**src/rtl/fetch_pkg.sv**
```systemverilog
// fetch_pkg: shared types and defaults for the instruction fetch stage.
//   PC_W / IR_W          : instruction address / word widths
//   DEF_BUF_DEPTH        : default prefetch FIFO depth
//   DEF_RESET_PC         : default PC after reset
//   fetch_state_e        : fetch FSM states (RUN fetching, WAIT squashed)
//   fetch_entry_t        : prefetch FIFO payload {pc, ir}
package fetch_pkg;

    localparam int unsigned PC_W          = 11;
    localparam int unsigned IR_W          = 32;
    localparam int unsigned DEF_BUF_DEPTH = 2;
    localparam logic [PC_W-1:0] DEF_RESET_PC = '0;

    typedef enum logic {
        ST_RUN  = 1'b0,
        ST_WAIT = 1'b1
    } fetch_state_e;

    typedef struct packed {
        logic [PC_W-1:0] pc;
        logic [IR_W-1:0] ir;
    } fetch_entry_t;

endpackage

```
**src/rtl/fetch_buffer.sv**
```systemverilog
// fetch_buffer: small synchronous prefetch FIFO (shift-register organisation).
// Entry 0 is always the head, so the head and its valid flag come straight
// from registers.
//   clk, rst_n   : clock, async active-low reset
//   push_i       : write push_data_i behind the current (post-pop) contents
//   push_data_i  : entry to write
//   pop_i        : retire the head
//   flush_i      : drop every entry (wins over push/pop)
//   head_o       : head entry (registered)
//   valid_o      : head holds a live entry (registered)
//   count_o      : number of live entries (registered)
module fetch_buffer
    import fetch_pkg::*;
#(
    parameter int unsigned DEPTH = DEF_BUF_DEPTH,
    parameter int unsigned CNT_W = $clog2(DEPTH + 1)
) (
    input  logic               clk,
    input  logic               rst_n,
    input  logic               push_i,
    input  fetch_entry_t       push_data_i,
    input  logic               pop_i,
    input  logic               flush_i,
    output fetch_entry_t       head_o,
    output logic               valid_o,
    output logic [CNT_W-1:0]   count_o
);

    fetch_entry_t     entries_q [DEPTH];
    fetch_entry_t     entries_d [DEPTH];
    logic [CNT_W-1:0] count_q;
    logic [CNT_W-1:0] count_d;
    logic [CNT_W-1:0] base_c;

    // Next contents: optional shift-down on pop, then write at the first free slot.
    always_comb begin
        entries_d = entries_q;
        count_d   = count_q;
        base_c    = count_q;
        if (flush_i) begin
            count_d = '0;
        end else begin
            if (pop_i && (count_q != '0)) begin
                for (int i = 0; i < int'(DEPTH) - 1; i++) begin
                    entries_d[i] = entries_q[i+1];
                end
                base_c = count_q - CNT_W'(1);
            end
            count_d = base_c;
            if (push_i && (base_c != CNT_W'(DEPTH))) begin
                for (int i = 0; i < int'(DEPTH); i++) begin
                    if (base_c == CNT_W'(i)) begin
                        entries_d[i] = push_data_i;
                    end
                end
                count_d = base_c + CNT_W'(1);
            end
        end
    end

    // Storage registers.
    always_ff @(posedge clk or negedge rst_n) begin
        if (!rst_n) begin
            count_q <= '0;
            for (int i = 0; i < int'(DEPTH); i++) begin
                entries_q[i] <= '0;
            end
        end else begin
            count_q   <= count_d;
            entries_q <= entries_d;
        end
    end

    // The issue rule upstream must make a push into a full buffer impossible.
    always @(posedge clk) begin
        if (rst_n && push_i && !flush_i) begin
            assert (base_c != CNT_W'(DEPTH))
            else $error("fetch_buffer: push into full FIFO");
        end
    end

    assign head_o  = entries_q[0];
    assign valid_o = (count_q != '0);
    assign count_o = count_q;

endmodule

```
**src/rtl/fetch_unit.sv**
```systemverilog
// fetch_unit: instruction fetch stage feeding the decoder over IR/PC/VALID,
// back-pressured by STALL and squashed by HALT / REDIRECT.
// Optional build macro FETCH_PERF_EN adds STALL_CYC and FETCH_CNT counters.
//   CLK, N_RST          : clock, async active-low reset
//   IMEM_RD, IMEM_ADDR  : fetch request / address (1-cycle read latency)
//   IMEM_DATA           : read data, valid the cycle after IMEM_RD
//   IR, PC, VALID       : FIFO head presented to the decoder
//   STALL, HALT         : decoder hold / control-flow flush
//   REDIRECT, REDIRECT_PC : new fetch target from execute
//   STALL_CYC, FETCH_CNT  : (FETCH_PERF_EN) saturating stall-cycle / pop counts
// IMEM_RD is combinational: it must see this cycle's HALT/REDIRECT.
module fetch_unit
    import fetch_pkg::*;
#(
    parameter int unsigned     BUF_DEPTH = DEF_BUF_DEPTH,
    parameter logic [PC_W-1:0] RESET_PC  = DEF_RESET_PC
) (
    input  logic            CLK,
    input  logic            N_RST,
    output logic            IMEM_RD,
    output logic [PC_W-1:0] IMEM_ADDR,
    input  logic [IR_W-1:0] IMEM_DATA,
    output logic [IR_W-1:0] IR,
    output logic [PC_W-1:0] PC,
    output logic            VALID,
`ifdef FETCH_PERF_EN
    output logic [15:0]     STALL_CYC,
    output logic [15:0]     FETCH_CNT,
`endif
    input  logic            STALL,
    input  logic            HALT,
    input  logic            REDIRECT,
    input  logic [PC_W-1:0] REDIRECT_PC
);

    localparam int unsigned CNT_W = $clog2(BUF_DEPTH + 1);
    localparam int unsigned OCC_W = CNT_W + 1;

    fetch_state_e     state_q, state_d;
    logic [PC_W-1:0]  fpc_q, fpc_d;
    logic [PC_W-1:0]  ret_pc_q, ret_pc_d;
    logic             inflight_q, inflight_d;
    logic             kill_q, kill_d;

    fetch_entry_t     head_c;
    fetch_entry_t     push_data_c;
    logic             head_valid_c;
    logic [CNT_W-1:0] count_c;
    logic             pop_c;
    logic             halt_acc_c;
    logic             flush_c;
    logic             push_c;
    logic             issue_c;
    logic [OCC_W-1:0] occ_c;

    // Handshake decode, issue rule and return path.
    always_comb begin
        pop_c       = head_valid_c & ~STALL;
        halt_acc_c  = pop_c & HALT;
        flush_c     = halt_acc_c | REDIRECT;
        // Occupancy after this cycle: buffered + in flight - retired.
        occ_c       = {1'b0, count_c} + OCC_W'(inflight_q) - OCC_W'(pop_c);
        issue_c     = (state_q == ST_RUN) & ~HALT & ~REDIRECT
                      & (occ_c < OCC_W'(BUF_DEPTH));
        // A return arriving on a flush cycle is younger than the flush point.
        push_c      = inflight_q & ~kill_q & ~flush_c;
        push_data_c = '{pc: ret_pc_q, ir: IMEM_DATA};
    end

    // Next-state: FSM, fetch PC, in-flight / kill tracking.
    always_comb begin
        state_d    = state_q;
        fpc_d      = fpc_q;
        ret_pc_d   = ret_pc_q;
        inflight_d = issue_c;
        kill_d     = kill_q;

        if (issue_c) begin
            fpc_d    = fpc_q + PC_W'(1);
            ret_pc_d = fpc_q;
            kill_d   = 1'b0;
        end

        if (REDIRECT) begin
            state_d = ST_RUN;
            fpc_d   = REDIRECT_PC;
            kill_d  = 1'b1;
        end else if (halt_acc_c) begin
            state_d = ST_WAIT;
            kill_d  = 1'b1;
        end
    end

    // State registers.
    always_ff @(posedge CLK or negedge N_RST) begin
        if (!N_RST) begin
            state_q    <= ST_RUN;
            fpc_q      <= RESET_PC;
            ret_pc_q   <= '0;
            inflight_q <= 1'b0;
            kill_q     <= 1'b0;
        end else begin
            state_q    <= state_d;
            fpc_q      <= fpc_d;
            ret_pc_q   <= ret_pc_d;
            inflight_q <= inflight_d;
            kill_q     <= kill_d;
        end
    end

    fetch_buffer #(
        .DEPTH (BUF_DEPTH),
        .CNT_W (CNT_W)
    ) u_buffer (
        .clk         (CLK),
        .rst_n       (N_RST),
        .push_i      (push_c),
        .push_data_i (push_data_c),
        .pop_i       (pop_c),
        .flush_i     (flush_c),
        .head_o      (head_c),
        .valid_o     (head_valid_c),
        .count_o     (count_c)
    );

    // Reset gating keeps the request low while N_RST is held.
    assign IMEM_RD   = issue_c & N_RST;
    assign IMEM_ADDR = fpc_q;
    assign IR        = head_c.ir;
    assign PC        = head_c.pc;
    assign VALID     = head_valid_c;

`ifdef FETCH_PERF_EN
    logic [15:0] stall_cyc_q, stall_cyc_d;
    logic [15:0] fetch_cnt_q, fetch_cnt_d;

    // Saturating performance counters.
    always_comb begin
        stall_cyc_d = stall_cyc_q;
        fetch_cnt_d = fetch_cnt_q;
        if (head_valid_c && STALL && (stall_cyc_q != 16'hFFFF)) begin
            stall_cyc_d = stall_cyc_q + 16'd1;
        end
        if (pop_c && (fetch_cnt_q != 16'hFFFF)) begin
            fetch_cnt_d = fetch_cnt_q + 16'd1;
        end
    end

    always_ff @(posedge CLK or negedge N_RST) begin
        if (!N_RST) begin
            stall_cyc_q <= '0;
            fetch_cnt_q <= '0;
        end else begin
            stall_cyc_q <= stall_cyc_d;
            fetch_cnt_q <= fetch_cnt_d;
        end
    end

    assign STALL_CYC = stall_cyc_q;
    assign FETCH_CNT = fetch_cnt_q;
`endif

endmodule

```
**config.mk**
```make
export PLATFORM = sky130hd
export DESIGN_NAME = fetch_unit
export DESIGN_NICKNAME = d
export VERILOG_FILES = /design/src/rtl/fetch_pkg.sv /design/src/rtl/fetch_buffer.sv /design/src/rtl/fetch_unit.sv
export SDC_FILE = /design/constraint.sdc
export NUM_CORES = 1
export LEC_CHECK = 0
export ABC_CLOCK_PERIOD_IN_PS = 5350
export BUFFER_PORTS_ARGS = -buffer_cell sky130_fd_sc_hd__buf_4
export CAP_MARGIN = 40
export CORE_ASPECT_RATIO = 0.6
export CORE_MARGIN = 4
export CORE_UTILIZATION = 30
export CTS_CLUSTER_DIAMETER = 120
export DETAILED_ROUTE_END_ITERATION = 8
export SLEW_MARGIN = 20
export SYNTH_ARGS = -nofsm -noshare
export SYNTH_HDL_FRONTEND = slang
export SYNTH_SLANG_ARGS = --single-unit
```
**constraint.sdc**
```tcl
create_clock -name CLK -period 5.35 [get_ports CLK]
set_input_delay 1.605 -clock CLK [delete_from_list [all_inputs] [get_ports CLK]]
set_output_delay 1.605 -clock CLK [all_outputs]
set_load 0.1 [all_outputs]
```
-- After elaboration in Yosys (flattened, before gate mapping)
Cells that the tools add are included.
W data, S select, Z words.
- shift operators: 0
- reduce and logical (&&, ||, !) cells: 8
- divide/modulo/power cells: 0
- multiplexer cells: 15
- add/sub/neg operators: 5
- bitwise gates (word level): 15
- magnitude comparators: 1
- equal/unequal tests: 2
- multipliers: 0
- operators by type and width (cell ; number):
    $mux W43 ; 3
    $mux W86 ; 1
    $mux W11 ; 2
    $add A11 B1 Y11 const B ; 1
    $and A1 B1 Y1 ; 8
    $mux W2 ; 4
    $not A1 Y1 ; 6
    $reduce_bool A2 Y1 ; 3
    $mux W1 ; 5
    $add A2 B1 Y3 ; 1
    $lt A3 B2 Y1 const B ; 1
    $reduce_and A3 Y1 ; 1
    $reduce_bool A3 Y1 ; 1
    $sub A3 B1 Y3 ; 1
    $add A2 B1 Y2 const B ; 1
    $eq A2 B1 Y1 const B ; 1
    $logic_and A1 B1 Y1 ; 2
    $logic_not A2 Y1 ; 1
    $ne A2 B2 Y1 const B ; 1
    $sub A2 B1 Y2 const B ; 1
    $or A1 B1 Y1 ; 1
- ROM bits: 0
- bits in latches: 0
- input bits: 48
- RAM bits: 0
- flip-flop bits (word level): 113
- logic and storage cells: 56
- memories kept: 0

-- Depth between registers and ports, before layout
Gate-level depths: netlist of the first run.
- word-level depth: 9
- gate-level depth with buffers: 16
- gate-level depth less buffers: 12

-- By module
From an unflattened synthesis of the first run, not the netlist that was laid out.
- cell total of the unflattened synthesis: 437
- area, all modules: 5396.4 µm²
- by module, submodules not included (module ; times used ; cells an instance ; area each (µm²)):
    fetch_buffer ; 1 ; 306 ; 4167.7
    fetch_unit ; 1 ; 131 ; 1228.7

-- Least setup slack after synthesis of the first run
Ideal clock, no wire load.
- kind: input to output
- from: input STALL
- to: output IMEM_RD
- arrival: 4.623 ns
- path buffers: 3
- stages on the path: 12
- slack: -0.878 ns
- cells stage by stage: or2_1 > buf_2 > inv_2 > ha_1 > nand2b_1 > fa_1 > or4b_4 > or2_1 > buf_6 > inv_6 > buf_8 > and2_1
- cells in the longest elaborated chain, start to end: 6
- RTL lines (what ; line ; text):
    start, declared ; fetch_unit.sv:30 ; input logic STALL,
    $not A1 Y1 ; fetch_unit.sv:58 ; pop_c = head_valid_c & ~STALL;
    $and A1 B1 Y1 ; fetch_unit.sv:58 ;
    $sub A3 B1 Y3 ; fetch_unit.sv:62 ; occ_c = {1'b0, count_c} + OCC_W'(inflight_q) - OCC_W'(pop_c);
    $lt A3 B2 Y1 ; fetch_unit.sv:64 ; & (occ_c < OCC_W'(BUF_DEPTH));
    $and A1 B1 Y1 ; fetch_unit.sv:64 ;
    $and A1 B1 Y1 ; fetch_unit.sv:127 ; assign IMEM_RD = issue_c & N_RST;
    end, declared ; fetch_unit.sv:20 ; output logic IMEM_RD,
Every way passes these cells.

-- Worst setup path in the final report of the first run
Ends and elaborated chain as after synthesis.

==> impl_metrics.toml, run 1 <==
[status]
status = "complete, but fails checks"
violations = "negative setup slack"

[timing]
fmax_ghz = 0.1833
fin_tns_setup_ps = -105.5
finalMaxSlewViolations = 0
tightest_slew_ps = 603.1
rsz0062_at_grt = "yes"
whs_ps = 487.1
timing.final.crit_share_pct = 102.0
setup_viol = 1
hold_violations = 0
skew_ps = 8.042
period_needed_ps = 5456
setup_ws_ps = -105.5
relSlewSlack_pct = 59.79

[clock_network]
cts_setup_buffers = 0
clkSinkCount = 113
cts_buffer_depth = 2
cts_hold_buf = 0
htree_levels = 4
cts_root_buf = "clkbuf_16"
cts_inserted_buffers = 17
cts_tree = "built"
clk_pin_slew_ps = 50
insertion_delay_ps = 410

[power]
netSwitchingFraction_pct = 48.02
p_int_mw = 2.603
cellPowerDensity_mw_per_mm2 = 721.1
leakage_nw = 3.234
clockPowerShare_pct = 24.2
netSwitchingPower_mw = 2.404
finalPower_mw = 5.007
vdd_ir_drop_max_mv = 0.3228
p_comb_share_pct = 47.4
seq_power_share_pct = 28.3

[final_layout]
synthToLayoutAreaGrowth_pct = 25.31
layout-drive-gt1-share_pct = 34.22
finish.instance_area_mm2 = 0.006944
antenna_cells = 0
mostFrequentLayoutCells = "113 x dfrtp_1, 113 x buf_4, 91 x o21ai_0"
layoutNonFillerInstCount = 839
final_core_util_pct = 38.33
final_nets = 641
final.fill_count = 1772

[detailed_routing]
drt_wl_total_um = 15050
drc = 0
vias_per_cell = 5.244
ant_nets = 0
drt_iter0_markers = 336
first_pass_iters = 6
vias = 4400
avgRoutedWirePerCell_um = 17.94

[place]
portBuffers = 103
place_area_mm2 = 0.006292
dp.cells = 807
place_hpwl_um = 9620
pre_cts_ws_ps = -373.4
routabilityCongestion = 0.8102

[die]
coreArea_mm2 = 0.01811
dieArea_mm2 = 0.02078
num_rows = 38
start_util_pct = 30.59
die_w_um = 183.5
ios = 104
die_h_um = 113.3

[synthesis]
synth_area_mm2 = 0.005542
synth_top_cell_area_share_pct = 51.03
syn_area_per_cell_um2 = 10.42
async_reset_ff_share_pct = 100.0
synth_top_area_cell = "dfrtp_1"
synth_cell_types = 40
synth_area_leaders = "dfrtp_1 51%, mux2_2 8.7%, o21ai_0 8.2%"
synth_nets = 587
synth_ff_type = "dfrtp_1"
synth-seq-area-share_pct = 51.03
synth_edf_count = 0
ys_seq_elements = 113
syn_inst = 532
yosys_warnings = 0

[worst_setup_path]
critPathMaxFanout = 2
crit_arrival_ps = 3850
end_kind = "output pin"
path_class = "input pin to output pin"
cp.required_ps = 3740
ff2ff_setup_slack_ps = 1950
r2r-start = "u_buffer.count_o[0]"
reg2reg_to = "u_buffer.entries_q[10]"
r2r_cells = 11
start_kind = "input pin"

[hold_path]
hp-start = "kill_q"
whs_endpoint = "kill_q"
min_path_type = "flop to flop"
min_path_cells = 2

[global_route]
met1_usage_pct = 20.61
track_usage_pct = 14.65
grt_max_degree = 46
globalRouteOverflowTotal = 0
met3_usage_pct = 3.791
grt_pass1_vias = 4388
top_usage_layer = "met2"
antenna_found_initial = 0
grt_pass1_wl_um = 24000
met2_usage_pct = 21.86

[job]
cap_violations = 0
==> cell type report <==
cell class                 instances  area [µm²]  share of cell area (%)
clock buffer                      22       474.2                   6.829
clock inverter                    10       156.4                   2.252
inverter                           9       43.79                  0.6306
multi-input combinational        326        2175                   31.32
sequential                       113        2828                   40.72
tap                              240       300.3                   4.324
timing repair buffer             119       967.2                   13.93
==> cell usage after synthesis (3+ instances only) <==
library cell,number
dfrtp_1,113
o21ai_0,91
nand2_1,80
buf_4,47
a221oi_1,43
mux2_2,43
clkbuf_1,21
buf_2,9
inv_1,7
ha_1,6
nand3_1,6
a21o_1,5
a221o_1,5
nor2_1,5
nor3_1,5
a22oi_1,4
buf_6,4
a21oi_1,3
and2_1,3
nand4_1,3
o21ai_1,3
==> cell families after synthesis <==
logic type / synth area share [%]
compound gates: 18.58
xor+xnor: 0.6323
fa+ha+maj: 1.716
buf+inv: 10.52
flops: 51.03
mux: 8.738
simple gates: 8.783
==> timing repair <==
| item | in CTS | in global routing |
|---|---|---|
| endpoints found under the setup margin | 1 | 1 |
| hold endpoints to repair | 0 | 0 |
| resized for setup | 6 | 2 |
==> critical path, cell delays in order <==
cell and delay (ps):
buf_6 90, or2_4 250, clkinv_4 50, ha_4 180, nand2b_4 130, fa_1 460
or4b_4 460, or2_4 260, clkinv_4 50, and2_4 130, buf_12 160
==> state kept, by name (all words and copies together), names as in the netlist <==
register	flops
u_buffer.entries_q	43
u_buffer.head_o	43
IMEM_ADDR	11
ret_pc_q	11
u_buffer.count_o	2
inflight_q	1
kill_q	1
state_q	1
==> worst max path at each step <==
stage                from       to  slack [ps]
floorplan           STALL  IMEM_RD        -350
global placement    STALL  IMEM_RD        -370
detailed placement  STALL  IMEM_RD        -370
CTS                 STALL  IMEM_RD        -140
finish              STALL  IMEM_RD        -110
global route        STALL  IMEM_RD        -180
==> per-layer routing <==
layer	routed length (µm)	share of wire, %
met5	0	0
met4	151	1.0
met3	925	6.1
met2	6705	45
met1	7269	48
==> power by group through the flow <==
| stage | Sequential [mW] | Clock (mW) | Combinational [mW] |
|---|---|---|---|
| floorplan | 1.56 | 0 | 1.85 |
| global placement | 1.41 | 0 | 2.33 |
| detailed placement | 1.43 | 0 | 2.38 |
| CTS | 1.42 | 1.24 | 2.40 |
| global route | 1.46 | 1.28 | 2.52 |
| finish | 1.42 | 1.21 | 2.38 |
(Power assumes the default switching activity.)
==> run 2: changes to the inputs <==
--- a/config.mk
+++ b/config.mk
@@ -8,11 +8,15 @@
 export ABC_CLOCK_PERIOD_IN_PS = 5350
 export BUFFER_PORTS_ARGS = -buffer_cell sky130_fd_sc_hd__buf_4
 export CAP_MARGIN = 40
+export CELL_PAD_IN_SITES_DETAIL_PLACEMENT = 0
+export CELL_PAD_IN_SITES_GLOBAL_PLACEMENT = 1
 export CORE_ASPECT_RATIO = 0.6
 export CORE_MARGIN = 4
 export CORE_UTILIZATION = 30
 export CTS_CLUSTER_DIAMETER = 120
 export DETAILED_ROUTE_END_ITERATION = 8
+export PLACE_DENSITY_LB_ADDON = 0.1
+export RECOVER_POWER = 100
 export SLEW_MARGIN = 20
 export SYNTH_ARGS = -nofsm -noshare
 export SYNTH_HDL_FRONTEND = slang
==> impl_metrics.toml, run 2 (synthesized netlist as in run 1, its figures left out) <==
[die]
num_rows = 38
start_util_pct = 30.59
coreArea_mm2 = 0.01811
dieArea_mm2 = 0.02078
ios = 104
die_w_um = 183.5
die_h_um = 113.3

[detailed_routing]
drt_wl_total_um = 16120
avgRoutedWirePerCell_um = 19.24
ant_nets = 0
vias_per_cell = 5.039
drc = 0
drt_iter0_markers = 301
first_pass_iters = 4
vias = 4223

[clock_network]
clkSinkCount = 113
cts_inserted_buffers = 17
cts_buffer_depth = 2
insertion_delay_ps = 410
cts_root_buf = "clkbuf_16"
htree_levels = 4
cts_tree = "built"
clk_pin_slew_ps = 50

[global_route]
grt_max_degree = 62
grt_pass1_vias = 4411
track_usage_pct = 15.81
antenna_found_initial = 0
globalRouteOverflowTotal = 0
grt_pass1_wl_um = 25460

[timing]
tightest_slew_ps = 3020
timing.final.crit_share_pct = 102.6
skew_ps = 9.722
period_needed_ps = 5489
whs_ps = 482.0
fmax_ghz = 0.1822
finalMaxSlewViolations = 54
hold_violations = 0
setup_ws_ps = -139.3
rsz0062_at_grt = "yes"
setup_viol = 1
relSlewSlack_pct = -101.3

[final_layout]
mostFrequentLayoutCells = "113 x dfrtp_1, 94 x o21ai_0, 80 x nand2_1"
multi_input_area_mm2 = 0.002173
final.fill_count = 1847
layout-drive-gt1-share_pct = 24.08
seqCellArea_mm2 = 0.002828
final_common_cell = "dfrtp_1"
synthToLayoutAreaGrowth_pct = 19.39
final_nets = 642
antenna_cells = 0

[worst_setup_path]
cp_cell_sequence = "buf_6 -> or2_4 -> clkinv_4 -> ha_4 -> nand2b_4 -> fa_1 -> or4b_4 -> or2_4 -> clkinv_4 -> and2_4 -> buf_12"
end_kind = "output pin"
worst-path-buf-inv = 4
start_kind = "input pin"
critPathTopFamily = "simple AND/OR/NAND/NOR gates"
cp.required_ps = 3740
crit_arrival_ps = 3880
r2r_cells = 10
cpPeakStageDelay_ps = 480
path_class = "input pin to output pin"
critPathMaxFanout = 2
crit_slowest_cell = "fa_1"
path_depth = 11

[status]
status = "complete, but fails checks"
violations = "max-capacitance violations, max-slew violations, negative setup slack"

[place]
routabilityCongestion = 0.7853
place_hpwl_um = 9836
portBuffers = 103

[job]
cap_violations = 1

[power]
vdd_ir_drop_max_mv = 0.2528
leakage_nw = 2.941
cellPowerDensity_mw_per_mm2 = 718.9
finalPower_mw = 4.756

[hold_path]
min_path_cells = 2
min_path_type = "flop to flop"
-- run 2: worst min-delay path, delay by kind of cell, from the launching register on --
kind | cells | cell delay [ps]
flops | 1 | 340
simple gates | 2 | 100
-- run 2: area by class of cell --
cell class	count	share of cell area, %
clock buffer	20	6.902
multi-input combinational	326	32.85
inverter	9	0.6619
timing repair buffer	120	10.61
tap	240	4.539
sequential	113	42.74
clock inverter	10	1.702
-- run 2: path summary, 6_finish.rpt --
check                                    start                      to  slack, ps
hold / removal                          kill_q                  kill_q        480
max in group asynchronous                N_RST   u_buffer.entries_q[1]        660
min in group asynchronous                N_RST            IMEM_ADDR[2]       2330
setup reg to reg           u_buffer.count_o[0]  u_buffer.entries_q[27]        920
setup / recovery                         STALL                 IMEM_RD       -140
hold reg to reg                         kill_q                  kill_q        480
-- run 2: timing repair --
action                                  in CTS  in global routing
hold buffers                                 0                  0
endpoints found under the setup margin       1                  1
gates cloned                                 0                  0
buffers inserted                             0                  0
gates resized for setup                      6                  2
-- run 2: metal layers --
layer	part of all wire [%]	up-vias	wire length [µm]	global-route usage [%]
li1	-	1981	-	-
met1	50	2128	8022	23.11
met2	44	108	7046	22.99
met3	6.1	6	989	4.562
met4	0.40	0	65	4.018
met5	0	-	0	0
-- run 2: power by group --
part | leakage (nW) | internal [mW] | switching, mW
clock network | 0.266 | 0.701 | 0.394
registers | 1.51 | 1.16 | 0.259
logic | 1.16 | 0.486 | 1.76
-- run 2: per-stage QoR --
stage | instance area (µm²) | worst slack [ps] | setup TNS [ps] | util (%) | std cells
6_report | 6616 | -139.3 | -139.3 | 36.52 | 838
5_1_grt | 6616 | -190.5 | -3512 | 36.52 | 838
2_1_floorplan | 5575 | -354.6 | -354.6 | - | 532
3_3_place_gp | 6242 | -374.4 | -374.4 | 34.46 | 806
3_5_place_dp | 6262 | -396.4 | -396.4 | 34.57 | 807
4_1_cts | 6853 | -171.1 | -171.1 | 37.83 | 837
